`config.mk`:
```
export PLATFORM = sky130hd
export DESIGN_NAME = mem_wb_stage
export DESIGN_NICKNAME = d
export VERILOG_FILES = /design/src/rtl/mips_pkg.sv /design/src/rtl/load_align.sv /design/src/rtl/mem_wb_stage.sv
export SDC_FILE = /design/constraint.sdc
export NUM_CORES = 1
export LEC_CHECK = 0
export CORE_MARGIN = 3
export CORE_UTILIZATION = 30
export CTS_CLUSTER_SIZE = 30
export DETAILED_ROUTE_END_ITERATION = 12
export DONT_BUFFER_PORTS = 1
export GPL_TIMING_DRIVEN = 0
export PLACE_DENSITY_LB_ADDON = 0.12
export SETUP_SLACK_MARGIN = 0.1
export SLEW_MARGIN = 20
export SYNTH_ARGS = -nofsm -noshare
export SYNTH_HDL_FRONTEND = slang
export SYNTH_SLANG_ARGS = --single-unit
```
`constraint.sdc`:
```
create_clock -name clk -period 2.4 [get_ports clk]
set_clock_uncertainty 0.2 [all_clocks]
set_input_delay 0.6 -clock clk [delete_from_list [all_inputs] [get_ports clk]]
set_output_delay 0.6 -clock clk [all_outputs]
set_load 0.05 [all_outputs]
```
`src/rtl/mips_pkg.sv`:
```
// Shared MIPS pipeline definitions: default widths and the load-size encoding.
package mips_pkg;

    localparam int MIPS_DATA_W = 32;
    localparam int MIPS_RA_W   = 5;

    // 2'b11 is not named and is handled as a word load.
    typedef enum logic [1:0] {
        LD_WORD = 2'b00,
        LD_HALF = 2'b01,
        LD_BYTE = 2'b10
    } ld_size_e;

endpackage

```
`src/rtl/load_align.sv`:
```
// Big-endian sub-word load extraction with sign or zero extension (DATA_W >= 32).
module load_align
    import mips_pkg::*;
#(
    parameter int DATA_W = MIPS_DATA_W
) (
    input  logic [DATA_W-1:0] mem_data,
    input  logic [1:0]        offset,
    input  ld_size_e          size,
    input  logic              ld_unsigned,
    output logic [DATA_W-1:0] data_out
);

    logic [7:0]  byte_sel;
    logic [15:0] half_sel;

    always_comb begin
        byte_sel = mem_data[31:24];
        case (offset)
            2'd0:    byte_sel = mem_data[31:24];
            2'd1:    byte_sel = mem_data[23:16];
            2'd2:    byte_sel = mem_data[15:8];
            default: byte_sel = mem_data[7:0];
        endcase

        // offset[0] is deliberately ignored for halfwords
        half_sel = offset[1] ? mem_data[15:0] : mem_data[31:16];

        data_out = mem_data;
        case (size)
            LD_BYTE: data_out = {{(DATA_W-8){~ld_unsigned & byte_sel[7]}}, byte_sel};
            LD_HALF: data_out = {{(DATA_W-16){~ld_unsigned & half_sel[15]}}, half_sel};
            default: data_out = mem_data;
        endcase
    end

endmodule

```
`src/rtl/mem_wb_stage.sv`:
```
// MEM/WB pipeline stage: stage register, writeback mux and retired-instruction counter.
// Sub-word load extraction is enabled by defining MEM_WB_SUBWORD_EN.
module mem_wb_stage
    import mips_pkg::*;
#(
    parameter int DATA_W = MIPS_DATA_W,
    parameter int RA_W   = MIPS_RA_W
) (
    input  logic              clk,
    input  logic              rst,
    input  logic              stall,
    input  logic              flush,
    input  logic              in_valid,
    input  logic              in_reg_write,
    input  logic              in_mem_to_reg,
    input  logic [RA_W-1:0]   in_rd,
    input  logic [DATA_W-1:0] in_alu_result,
    input  logic [1:0]        in_ld_size,
    input  logic              in_ld_unsigned,
    input  logic [DATA_W-1:0] mem_data,
    output logic              wb_en,
    output logic [RA_W-1:0]   wb_rd,
    output logic [DATA_W-1:0] wb_data,
    output logic [31:0]       retired_cnt
);

    logic              valid_q;
    logic              reg_write_q;
    logic              mem_to_reg_q;
    logic [RA_W-1:0]   rd_q;
    logic [DATA_W-1:0] alu_result_q;
    logic [31:0]       retired_q;

    // Flush only drops the valid bit; the payload fields simply hold.
    always_ff @(posedge clk) begin
        if (rst) begin
            valid_q      <= 1'b0;
            reg_write_q  <= 1'b0;
            mem_to_reg_q <= 1'b0;
            rd_q         <= '0;
            alu_result_q <= '0;
            retired_q    <= '0;
        end else begin
            if (valid_q && !stall) begin
                retired_q <= retired_q + 32'd1;
            end
            if (flush) begin
                valid_q <= 1'b0;
            end else if (!stall) begin
                valid_q      <= in_valid;
                reg_write_q  <= in_reg_write;
                mem_to_reg_q <= in_mem_to_reg;
                rd_q         <= in_rd;
                alu_result_q <= in_alu_result;
            end
        end
    end

`ifdef MEM_WB_SUBWORD_EN
    ld_size_e          ld_size_q;
    logic              ld_unsigned_q;
    logic [DATA_W-1:0] load_data;

    always_ff @(posedge clk) begin
        if (rst) begin
            ld_size_q     <= LD_WORD;
            ld_unsigned_q <= 1'b0;
        end else if (!flush && !stall) begin
            ld_size_q     <= ld_size_e'(in_ld_size);
            ld_unsigned_q <= in_ld_unsigned;
        end
    end

    load_align #(
        .DATA_W (DATA_W)
    ) u_load_align (
        .mem_data    (mem_data),
        .offset      (alu_result_q[1:0]),
        .size        (ld_size_q),
        .ld_unsigned (ld_unsigned_q),
        .data_out    (load_data)
    );

    assign wb_data = mem_to_reg_q ? load_data : alu_result_q;
`else
    logic [2:0] unused_ld;
    assign unused_ld = {in_ld_size, in_ld_unsigned};

    assign wb_data = mem_to_reg_q ? mem_data : alu_result_q;
`endif

    assign wb_en       = valid_q & reg_write_q & (rd_q != '0);
    assign wb_rd       = rd_q;
    assign retired_cnt = retired_q;

endmodule

```
==> results.cfg, run 1 <==
[status]
status = finished clean

[global_routing]
antenna_found_initial = 0
overflow = 0
grt_max_degree = 12
grt_pass1_wl_um = 15270
grt_pass1_vias = 2859
track_usage = 0.1523

[worst_setup_path]
cp.arrival_ns = 1.57
r2r_start = retired_cnt[13]
reg2reg_depth = 5
critPathKind = reg -> out
crit_path_start_kind = register
worstPathRequired_ns = 1.60
worstPathMaxFanout = 3
worstSetupStartpoint = wb_rd[4]
cp-end-kind = output pin

[power_and_ir_drop]
p_leak_nw = 1.382
power.density_mw_per_mm2 = 589.1
power.total_mw = 2.375
peakVddDrop_uv = 452.4

[logic_synthesis]
ys_seq_area_frac = 0.4355
yosys.area.top_type = dfxtp_1
netlist_instances = 393
synth_top_family_by_area = simple AND/OR/NAND/NOR gates
synth_seq_cells = 72
synth_fp_nets = 473
yosysTopAreaCellShare = 0.4355
synth-simple-area-share = 0.2556
synth-compound-area-share = 0.1096
synthTopCellsByArea = dfxtp_1 (44%), mux2_2 (13%), nand2_1 (9.8%)
yosys-top-cells-count = nand2_1 (86), dfxtp_1 (72), a21oi_1 (54)
ys.flop_type = dfxtp_1
syn_area_per_cell_sq_um = 8.421
synth_mux_area_frac = 0.1319
yosys.area_share.adder = 0.003781
synth_area_sq_mm = 0.003309
synthArstFlopShare = 0
yosysMostFrequentCell = nand2_1
yosysUniqueCellTypes = 33
synth-edff-count = 0
yosysWarnings = 0
synthXorXnorAreaFrac = 0.02911

[detailed_routing]
vias_per_cell = 5.157
vias = 2826
drt-initial-drc-count = 117
routed_wl_um = 9444
drt_pre_antenna_iters = 6
drt_drc_violations_left = 0
ant_nets = 0
wl_per_cell_um = 17.23

[sta]
final_max_slew_viol_count = 0
fin_crit_sh = 0.9872
period_needed_ns = 2.369
rsz0062_at_grt = true
setup_viol = 0
max-slew-margin-rel = 0.5584
tightest_slew_ns = 0.6615
finalHoldViolCount = 0
setup_tns_ns = 0
fmax_ghz = 0.4221

[placed_design]
dp_hpwl_um = 6859
place_congestion = 0.6981
port_buffers = 0

[clock_tree]
clk_pin_slew_worst_paths_ns = 0.07
tritoncts = done
htree_levels = 3
numCtsBuffers = 9
root_buffer = clkbuf_8
clkLatencyLatePin_ns = 0.35
clkSinkCount = 72
clk_path_buf_depth = 2

[floorplan]
die_y_um = 111.0
io_pins = 149
num_rows = 37
dieArea_sq_mm = 0.01233
core_sq_mm = 0.01051
die_width_um = 111.0
start_util = 0.3149

[final_layout]
utilization = 0.3836
diodes = 0
nNetsFinal = 488
syn_to_final_growth_pct = 21.81
drive_gt1_frac = 0.2597

[worst_hold_path]
holdPathStages = 1
hold_path.class = in -> reg
min_from = flush

[flow_run]
max_cap_violations = 0
[flip-flops by register name (all words and copies together) (netlist names)]
signal        flops
alu_result_q     32
mem_to_reg_q      1
reg_write_q       1
retired_cnt      32
valid_q           1
wb_rd             5
[worst max-delay path, stage by stage, from the launching register on]
cell and delay (ns):
dfxtp_4 0.41, or3_4 0.41, o311a_4 0.40
[layout make-up]
cell class                      count  area [sq um]
Inverter                            4         15.01
Timing Repair Buffer                4         30.03
Fill cell                        1060          6477
Tap cell                          136         170.2
Clock inverter                      4         22.52
Sequential cell                    72          1529
Clock buffer                       11         131.4
Buffer                             24         177.7
Multi-Input combinational cell    293          1956
[logic make-up (layout without fill, tap and decap cells)]
group                      count (synthesis)  count (layout)
AOI/OAI and AO/OA                         70              70
xor gates and xnor gates                  11              11
adders and majority gates                  1               1
buffers and inverters                     28              47
DFF                                       72              72
muxes                                     39              39
and+or+nand+nor                          172             172
[repair_timing]
item	CTS	global route
hold buffers	0	0
setup endpoints to repair	50	42
setup buffers	0	4
resized for setup	77	22
pin swaps	1	6
[placed cells by master (no fill, tap or decap), types with 2 or more instances in the layout]
master and instances:
nor4_4 2, a21oi_1 53, inv_1 4, or3_2 3
nand4_1 9, mux2_2 8, buf_4 6, clkbuf_16 3
nand2_1 85, xor2_1 3, xnor2_1 8, clkinv_2 3
mux2_4 29, and4_1 5, dfxtp_2 7, dfxtp_4 21
nor3_1 4, or4_4 2, or3_4 3, o31ai_1 3
or4_1 3, nor4_1 4, buf_1 4, buf_6 2
o21ai_0 12, nor2_1 18, clkbuf_1 14, nor2b_1 6
dfxtp_1 44, clkbuf_8 9, mux2i_1 2, and4b_1 2
or3_1 9, nand3_1 10
[path summary, 6_finish.rpt]
kind,endpoint,slack [ns]
hold / removal,valid_q,0.12
setup / recovery,wb_en,0.03
hold reg to reg,alu_result_q[16],0.26
setup reg to reg,retired_cnt[28],0.15
[power breakdown]
group / leakage [nW] / internal [mW] / switching [mW] / total [mW]
logic: 0.698 / 0.0999 / 0.225 / 0.325
registers: 0.605 / 1.20 / 0.0363 / 1.24
clock network: 0.0789 / 0.365 / 0.446 / 0.811
[per-stage QoR]
stage | setup slack, ns | instance area, sq um | instances | hold slack [ns]
global placement | -0.07241 | 3505 | 529 | 0.2427
finish | 0.03070 | 4031 | 548 | 0.1197
CTS | 0.001797 | 3929 | 544 | 0.09539
detailed placement | -0.1077 | 3505 | 529 | 0.2461
global route | -0.01995 | 4031 | 548 | 0.08659
floorplan | 0.08931 | 3334 | 393 | 0.2338
[layer usage]
metal / up-vias / wire [um] / track usage
met5: - / 0 / 0
met4: 0 / 135 / 0.04785
met3: 10 / 887 / 0.07096
met2: 101 / 4254 / 0.2387
met1: 1313 / 4167 / 0.1860
li1: 1402 / - / -
Power figures use the tool's default switching activity.
==> run 2, diff against run 1 <==
CORE_ASPECT_RATIO = 0.7   (was not set)
GPL_ROUTABILITY_DRIVEN = 0   (was not set)
==> run 2 against run 1 <==
Count of clock-buffer cells in the layout grew 2. Cell area is 3.4% higher. First-iteration DRC count shrank 12%. Global-route usage up 0.10 points. Final cell count up 2.2%. Via count up 1.1%.
==> results.cfg, run 2 (synthesized netlist as in run 1, its figures left out) <==
[clock_tree]
clk_path_buf_depth = 2
cts_hold_buf = 0
numCtsBuffers = 9
root_buffer = clkbuf_16
htree_levels = 3
clk_pin_slew_worst_paths_ns = 0.06
tritoncts = done
clkSinkCount = 72
clkLatencyLatePin_ns = 0.33

[detailed_routing]
wl_per_cell_um = 17.38
vias = 2857
drt_drc_violations_left = 0
routed_wl_um = 9735
vias_per_cell = 5.102
ant_nets = 0
drt-initial-drc-count = 103
drt_pre_antenna_iters = 4

[final_layout]
drive_gt1_frac = 0.2646
layout_common_cells = nand2_1 (86), a21oi_1 (51), dfxtp_1 (43), mux2_4 (29), dfxtp_4 (20)
syn_to_final_growth_pct = 25.94
diodes = 0
final_common_cell = nand2_1
nNetsFinal = 487

[sta]
setup_tns_ns = 0
fmax_ghz = 0.4247
period_needed_ns = 2.354
setup_viol = 0
fin_crit_sh = 0.9810
final.setup.worst_slack_ns = 0.04558
tightest_slew_ns = 0.6694
rsz0062_at_grt = true
final_max_slew_viol_count = 0
max-slew-margin-rel = 0.5531
finalHoldViolCount = 0

[power_and_ir_drop]
p_leak_nw = 1.455
power.density_mw_per_mm2 = 696.8
peakVddDrop_uv = 333.5

[floorplan]
die_y_um = 93.88
die_width_um = 131.5
io_pins = 149
num_rows = 31
dieArea_sq_mm = 0.01235
core_sq_mm = 0.01055
start_util = 0.3137

[worst_setup_path]
critPathKind = reg -> out
cp.arrival_ns = 1.55
cp-end-kind = output pin
worstPathMaxFanout = 3
worstPathRequired_ns = 1.60
crit_path_start_kind = register

[global_routing]
antenna_found_initial = 0
track_usage = 0.1533
grt_pass1_vias = 2735
grt_max_degree = 12
overflow = 0
grt_pass1_wl_um = 15000

[placed_design]
dp_hpwl_um = 7180
pre_cts_ws_ns = -0.1409
port_buffers = 0

[worst_hold_path]
hold_path.class = in -> reg

[flow_run]
max_cap_violations = 0

[status]
status = finished clean
-- run 2: metal layers --
layer  GRT usage  part of all wire
met1      0.2022              0.48
met2      0.2247              0.43
met3     0.06852             0.082
met4     0.04720             0.010
met5           0                 0
-- run 2: worst max-delay path, cell delays in order, from the launching register on --
cell     delay, ns
dfxtp_4       0.40
or3_4         0.42
o311a_4       0.40
-- run 2: report_power, final --
| part | internal [mW] | switching [mW] | leakage, nW | total, mW |
|---|---|---|---|---|
| registers | 1.21 | 0.0354 | 0.605 | 1.24 |
| logic | 0.0958 | 0.226 | 0.701 | 0.322 |
| clock network | 0.858 | 0.483 | 0.150 | 1.34 |
| total | 2.16 | 0.744 | 1.46 | 2.90 |
-- run 2: timing repair --
item                       in CTS  in global routing
buffers inserted                0                  3
pin swaps                       4                 11
resized for setup              80                 22
setup endpoints to repair      45                 41
-- run 2: path summary, 6_finish.rpt --
kind | startpoint | endpoint | slack [ns] | cells after the start
max reg2reg | retired_cnt[3] | retired_cnt[30] | 0.12 | 5
max | wb_rd[0] | wb_en | 0.05 | 2
min | flush | valid_q | 0.14 | 1
min reg2reg | alu_result_q[8] | alu_result_q[8] | 0.25 | 2
-- run 2: layout make-up --
class	count	area (sq um)
fillers	1115	6382
inverters	4	15.01
flip-flops and latches	72	1528
plain buffers	24	145.1
multi-input cells	293	1972
clock buffers	13	260.3
clock inverters	3	40.04
well taps	148	185.2
repair buffers	3	22.52
-- run 2: per-stage QoR --
| stage | std cells | util | instance area [sq um] | total power [mW] | hold WS (ns) |
|---|---|---|---|---|---|
| finish | 560 | 0.3950 | 4168 | 2.904 | 0.1418 |
| detailed placement | 541 | 0.3336 | 3520 | 1.575 | 0.2464 |
| floorplan | 393 | - | 3334 | 1.532 | 0.2338 |
| global placement | 541 | 0.3336 | 3520 | 1.573 | 0.2409 |
| CTS | 557 | 0.3872 | 4085 | 2.961 | 0.1258 |
| global route | 560 | 0.3950 | 4168 | 3.026 | 0.1224 |
